File: config.mk
export PLATFORM = sky130hd
export DESIGN_NAME = mem_perf_tracker
export DESIGN_NICKNAME = d
export VERILOG_FILES = /design/src/rtl/mem_perf_tracker_pkg.sv /design/src/rtl/perf_ctr_accum.sv /design/src/rtl/mem_perf_tracker.sv
export SDC_FILE = /design/constraint.sdc
export NUM_CORES = 1
export LEC_CHECK = 0
export ABC_AREA = 0
export BUFFER_PORTS_ARGS = -buffer_cell sky130_fd_sc_hd__buf_4
export CAP_MARGIN = 40
export CORE_AREA = 2 2 140 128
export DETAILED_ROUTE_END_ITERATION = 12
export DIE_AREA = 0 0 142 130
export PLACE_DENSITY = 0.66
export SYNTH_ARGS = -nofsm -noshare
export SYNTH_HDL_FRONTEND = slang
export SYNTH_SLANG_ARGS = --single-unit
File: constraint.sdc
create_clock -name clk -period 5.1 [get_ports clk]
set_clock_uncertainty 0.05 [all_clocks]
set_input_delay 0.51 -clock clk [delete_from_list [all_inputs] [get_ports clk]]
set_output_delay 0.51 -clock clk [all_outputs]
set_load 0.005 [all_outputs]
File: src/rtl/mem_perf_tracker_pkg.sv
// ---------------------------------------------------------------------------
// mem_perf_tracker_pkg
//   Shared definitions for the memory-side perf counters.
//   - PERF_CTR_BITS_DEFAULT : default width of every perf counter output
//   - PERF_ERR_UNDERFLOW    : perf_err bit for a response with nothing pending
//   - PERF_ERR_OVERFLOW     : perf_err bit for a read beyond MAX_PENDING
//   - perf_ctr_t            : counter type at the default width
// ---------------------------------------------------------------------------
package mem_perf_tracker_pkg;

  localparam int PERF_CTR_BITS_DEFAULT = 44;

  localparam int PERF_ERR_UNDERFLOW = 0;
  localparam int PERF_ERR_OVERFLOW  = 1;

  typedef logic [PERF_CTR_BITS_DEFAULT-1:0] perf_ctr_t;

endpackage

File: src/rtl/perf_ctr_accum.sv
// ---------------------------------------------------------------------------
// perf_ctr_accum
//   Wrapping accumulator used for each perf counter.
//   Ports:
//     clk, rst  : clock, asynchronous active-high reset
//     clear     : restart the count; the same cycle's increment is still added
//     inc       : add inc_val this cycle
//     inc_val   : unsigned increment, zero-extended to W bits
//     count     : registered accumulated value (wraps modulo 2^W)
// ---------------------------------------------------------------------------
module perf_ctr_accum #(
  parameter int W  = 44,
  parameter int IW = 1
) (
  input  logic          clk,
  input  logic          rst,
  input  logic          clear,
  input  logic          inc,
  input  logic [IW-1:0] inc_val,
  output logic [W-1:0]  count
);

  logic [W-1:0] base;
  logic [W-1:0] addend;

  always_comb begin
    base   = clear ? '0 : count;
    addend = inc ? W'(inc_val) : '0;
  end

  always_ff @(posedge clk or posedge rst) begin
    if (rst) begin
      count <= '0;
    end else begin
      count <= base + addend;
    end
  end

endmodule

File: src/rtl/mem_perf_tracker.sv
// ---------------------------------------------------------------------------
// mem_perf_tracker
//   Passive monitor of the memory request/response handshake. Counts accepted
//   reads and writes and accumulates read latency as the per-cycle sum of
//   outstanding reads. Never drives or back-pressures the bus.
//
//   Handshake: a transfer happens in a cycle where valid and ready are both
//   high at the rising clk edge; this block only observes that condition.
//
//   Ports:
//     clk, reset          : clock, asynchronous active-high reset
//     mem_req_valid/ready : request handshake; mem_req_rw 1=write, 0=read
//     mem_rsp_valid/ready : read response handshake
//     perf_clear          : synchronous clear of counters and error flags
//     perf_mem_reads      : accepted read requests
//     perf_mem_writes     : accepted write requests
//     perf_mem_latency    : sum over cycles of outstanding reads
//     pending_reads       : current outstanding read count
//     perf_err            : sticky [0] response underflow, [1] pending overflow
//     peak_pending        : (PERF_MEM_PEAK_PENDING_EN only) max pending_reads
//                           since reset or last perf_clear
//
//   Optional build macro: PERF_MEM_PEAK_PENDING_EN
// ---------------------------------------------------------------------------
module mem_perf_tracker
  import mem_perf_tracker_pkg::*;
#(
  parameter int  PERF_CTR_BITS = PERF_CTR_BITS_DEFAULT,
  parameter int  MAX_PENDING   = 64,
  localparam int PEND_BITS     = $clog2(MAX_PENDING + 1)
) (
  input  logic                     clk,
  input  logic                     reset,
  input  logic                     mem_req_valid,
  input  logic                     mem_req_ready,
  input  logic                     mem_req_rw,
  input  logic                     mem_rsp_valid,
  input  logic                     mem_rsp_ready,
  input  logic                     perf_clear,
  output logic [PERF_CTR_BITS-1:0] perf_mem_reads,
  output logic [PERF_CTR_BITS-1:0] perf_mem_writes,
  output logic [PERF_CTR_BITS-1:0] perf_mem_latency,
  output logic [PEND_BITS-1:0]     pending_reads,
  output logic [1:0]               perf_err
`ifdef PERF_MEM_PEAK_PENDING_EN
  ,
  output logic [PEND_BITS-1:0]     peak_pending
`endif
);

  logic rd_fire;
  logic wr_fire;
  logic rsp_fire;
  logic underflow;
  logic overflow;
  logic [1:0] err_next;
  logic [PEND_BITS-1:0] pending_next;

  always_comb begin
    rd_fire   = mem_req_valid & mem_req_ready & ~mem_req_rw;
    wr_fire   = mem_req_valid & mem_req_ready &  mem_req_rw;
    rsp_fire  = mem_rsp_valid & mem_rsp_ready;
    underflow = rsp_fire & ~rd_fire & (pending_reads == '0);
    overflow  = rd_fire & ~rsp_fire & (pending_reads == PEND_BITS'(MAX_PENDING));

    // A read and a response in the same cycle cancel; out-of-range moves
    // are held and flagged instead.
    pending_next = pending_reads;
    if (rd_fire & ~rsp_fire & ~overflow) begin
      pending_next = pending_reads + PEND_BITS'(1);
    end else if (rsp_fire & ~rd_fire & ~underflow) begin
      pending_next = pending_reads - PEND_BITS'(1);
    end

    // Clear first, then OR in this cycle's errors so a new error wins.
    err_next = perf_clear ? 2'b00 : perf_err;
    err_next[PERF_ERR_UNDERFLOW] = err_next[PERF_ERR_UNDERFLOW] | underflow;
    err_next[PERF_ERR_OVERFLOW]  = err_next[PERF_ERR_OVERFLOW]  | overflow;
  end

  always_ff @(posedge clk or posedge reset) begin
    if (reset) begin
      pending_reads <= '0;
      perf_err      <= 2'b00;
    end else begin
      pending_reads <= pending_next;
      perf_err      <= err_next;
    end
  end

  perf_ctr_accum #(.W(PERF_CTR_BITS), .IW(1)) u_reads (
    .clk     (clk),
    .rst     (reset),
    .clear   (perf_clear),
    .inc     (rd_fire),
    .inc_val (1'b1),
    .count   (perf_mem_reads)
  );

  perf_ctr_accum #(.W(PERF_CTR_BITS), .IW(1)) u_writes (
    .clk     (clk),
    .rst     (reset),
    .clear   (perf_clear),
    .inc     (wr_fire),
    .inc_val (1'b1),
    .count   (perf_mem_writes)
  );

  // Each outstanding read adds one per cycle, so a read answered k cycles
  // after issue contributes exactly k.
  perf_ctr_accum #(.W(PERF_CTR_BITS), .IW(PEND_BITS)) u_latency (
    .clk     (clk),
    .rst     (reset),
    .clear   (perf_clear),
    .inc     (1'b1),
    .inc_val (pending_reads),
    .count   (perf_mem_latency)
  );

`ifdef PERF_MEM_PEAK_PENDING_EN
  // Tracks the registered pending count, so it lags pending_reads by a cycle.
  always_ff @(posedge clk or posedge reset) begin
    if (reset) begin
      peak_pending <= '0;
    end else if (perf_clear) begin
      peak_pending <= pending_reads;
    end else if (pending_reads > peak_pending) begin
      peak_pending <= pending_reads;
    end
  end
`endif

endmodule

==> out/summary.txt <==
Die X-Extent -> 142 um
Outcome -> complete, no violations
Leakage power -> 4.11 nW
Max H-tree Level -> 4
Category of the worst setup path launch point -> input port
Reg-to-reg setup timing slack -> 2.03 ns
Final wirelength -> 18.6 mm
Buffer levels on the longest clock path -> 2
Source of the worst register-to-register timing path -> u_reads.count[0]
Top cells by area in the synthesized netlist -> dfrtp_1 (47%), xnor2_1 (5.2%), a21oi_1 (4.0%)
Hold-fix buffers at CTS -> 1
Weighted congestion reported at the end of routability-driven placement -> 0.799
Via count -> 6393
Total of warnings raised by yosys -> 0
Post-synth EDFFs -> 0
Number of DRC violations after detailed-routing iteration 0 -> 422
Slew at the pin closest to its max-slew limit -> 0.759 ns
Class of the most critical hold timing path -> input port to flip-flop
Remaining antenna violation count -> 0
Global-route wire length before repair -> 30.4 mm
Post-synthesis instance area -> 7510 um^2
Worst max-slew margin expressed relative to the limit -> 0.492
Count of unique library cells instantiated by Yosys -> 53
Fill cells -> 1553
Max IR drop VDD -> 0.285 mV
Setup repair after global routing missed its margin -> no
Number of antenna repair diodes -> 0
Number of buffers inserted to repair setup after CTS -> 0
Clock-pin slew of the registers on the worst-case setup and hold paths -> 0.06 ns
Largest net degree at the start of global routing -> 75
Clock latency of the later-clocked register in the worst-skew pair -> 0.41 ns
Worst Path Max Fanout -> 45
Top-level port count -> 149
Top flip-flop cell by instance count after synthesis -> dfrtp_1
Number of hold violations in the final report -> 0
Number of remaining DRC errors -> 0
Ratio of routed vias to standard cells -> 5.50
Detailed Place HPWL -> 12.7 mm
Root buf cell -> clkbuf_16
All-Layer GR Usage -> 0.206
Clock net sink count -> 141
Setup Viol. Count Final -> 0
Post-detailed-route wirelength per cell -> 16.0 um
Post-Place Worst Slack -> 1.40 ns
Depth of the most critical reg-to-reg path -> 8
Register bit count reported by yosys -> 141
TritonCTS clock tree -> done
Total of cells resized after clock tree synthesis -> 0
Part of the Yosys area used for sequential elements -> 0.470
Number of global-route vias before repair -> 5900
Initial antenna violation count -> 0
Post-synthesis net count -> 812
Capturing point of the worst reg2reg path -> u_reads.count[38]
Crit path launch -> perf_clear
Pwr per Cell Area -> 341 nW/um^2
Required time at the endpoint of the critical path -> 5.39 ns
First drt pass iteration count -> 4
Data arrival, critical path -> 3.50 ns
Fin. max-slew vios -> 0
Area growth from synthesis to layout -> 26.6%
Proportion of synthesized flip-flops having asynchronous set or reset -> 1.00
Most common cell after layout, fill and taps aside -> buf_4
Number of violations of the max-capacitance limit -> 0
Most frequent cells in the layout -> buf_4 (155), dfrtp_1 (141), nand2_1 (66)
Count of port buffers added during placement -> 148
Standard cell core area -> 17200 um^2
Part of the cycle the worst path needs -> 0.630
Total congestion overflow after global routing -> 0
Cell taking the most area after synthesis -> dfrtp_1
Cell count after synthesis -> 786
Post-layout minimum cycle time -> 3.21 ns
Worst Setup Path Type -> input port to flip-flop
Number of standard-cell rows in the floorplan -> 46
Avg Synthesized Cell Area -> 9.55 um^2
Share of post-route cells with drive strength above 1 -> 0.216
CTS buffer count -> 17
Nets@finish -> 960
Worst setup path end -> u_latency.count[31]
Share of Yosys cell area claimed by the top area cell type -> 0.470
TNS Setup -> 0 ns
Nature of the critical path endpoint -> flip-flop
Vertical die dimension -> 130 um
Full die area -> 18500 um^2
Post-route setup slack -> 1.89 ns
Upper clock frequency limit -> 311 MHz
Starting density of the core -> 0.436
[stage by stage]
step                      instances   util  power, mW  instance area [um^2]  hold slack [ns]
after detailed placement       1130  0.515       1.93                  8860            0.408
after floorplan                 786      -       1.71                  7510            0.437
after global placement         1128  0.513       1.92                  8830            0.452
after global routing           1162  0.552       3.42                  9500            0.417
after CTS                      1162  0.552       3.28                  9500            0.409
final                          1162  0.552       3.24                  9500            0.422
[report_power, final]
group	internal [mW]	switching, mW	leakage (nW)
clock	0.855	0.475	0.305
sequential	1.19	0.0895	1.94
combinational	0.312	0.322	1.87
[registers in the layout, summed over array words and instances, names as in the netlist]
register and count:
u_writes.count 44, u_reads.count 44, pending_reads 7, perf_err 2, u_latency.count 44
[cell families (layout without fill, tap and decap cells)]
family,count (synthesis),in the layout,share of synthesized area
adder cells (fa/ha/maj),18,18,0.0320
AO/OA/AOI/OAI,135,135,0.110
buffers and inverters,58,218,0.0303
flip-flops,141,141,0.470
multiplexers,6,6,0.0105
XOR/XNOR,78,78,0.0910
AND/OR/NAND/NOR,350,350,0.256
[how the worst min path moves through the flow]
stage | from | depth (start not counted) | slack (ns) | to
finish | mem_rsp_ready | 3 | 0.42 | perf_err[0]
floorplan | perf_err[1] | 1 | 0.44 | perf_err[1]
global placement | perf_err[1] | 1 | 0.45 | perf_err[1]
detailed placement | reset | 2 | 0.41 | u_latency.count[28]
global route | mem_rsp_ready | 3 | 0.42 | perf_err[0]
CTS | mem_rsp_ready | 3 | 0.41 | perf_err[0]
[cell type report]
class / count / area, um^2 / share of cell area
Sequential cell: 141 / 3530 / 0.371
Timing Repair Buffer: 158 / 1210 / 0.127
Tap cell: 216 / 270 / 0.0284
Multi-Input combinational cell: 587 / 3750 / 0.395
Inverter: 29 / 114 / 0.0120
Clock buffer: 21 / 470 / 0.0495
Clock inverter: 10 / 163 / 0.0171
[critical path, stage by stage]
cell,delay [ns]
buf_4,0.41
clkinv_1,0.17
nand2_1,0.14
inv_1,0.06
ha_1,0.29
a211oi_1,0.09
o211ai_1,0.64
nand2_1,0.43
or4_1,0.60
a21oi_1,0.15
[synth_stat cells (3+ instances only)]
cell and n:
and2_1 7, or2_2 3, nor4_1 6, xnor2_1 45
a21o_1 4, nand4_1 36, mux2_2 5, clkbuf_1 24
nand4b_1 6, nor2_1 61, and4_1 9, inv_1 28
o31ai_1 27, xor2_1 33, o41ai_1 4, nor3_1 12
dfrtp_1 141, nand3_1 44, ha_1 16, nand2_1 66
o211ai_1 5, and3_1 12, nand2b_1 4, or3_1 22
or4_1 29, a21oi_1 60, o21ai_0 22, nor2b_1 23
[metal layers]
| metal | up-vias | wire [um] | GRT usage |
|---|---|---|---|
| met5 | - | 0 | 0 |
| met4 | 0 | 122 | 0.0476 |
| met3 | 11 | 901 | 0.0488 |
| met2 | 140 | 8480 | 0.311 |
| met1 | 3090 | 9060 | 0.302 |
| li1 | 3152 | - | - |
Note: power is estimated with default switching activity, not from simulation.
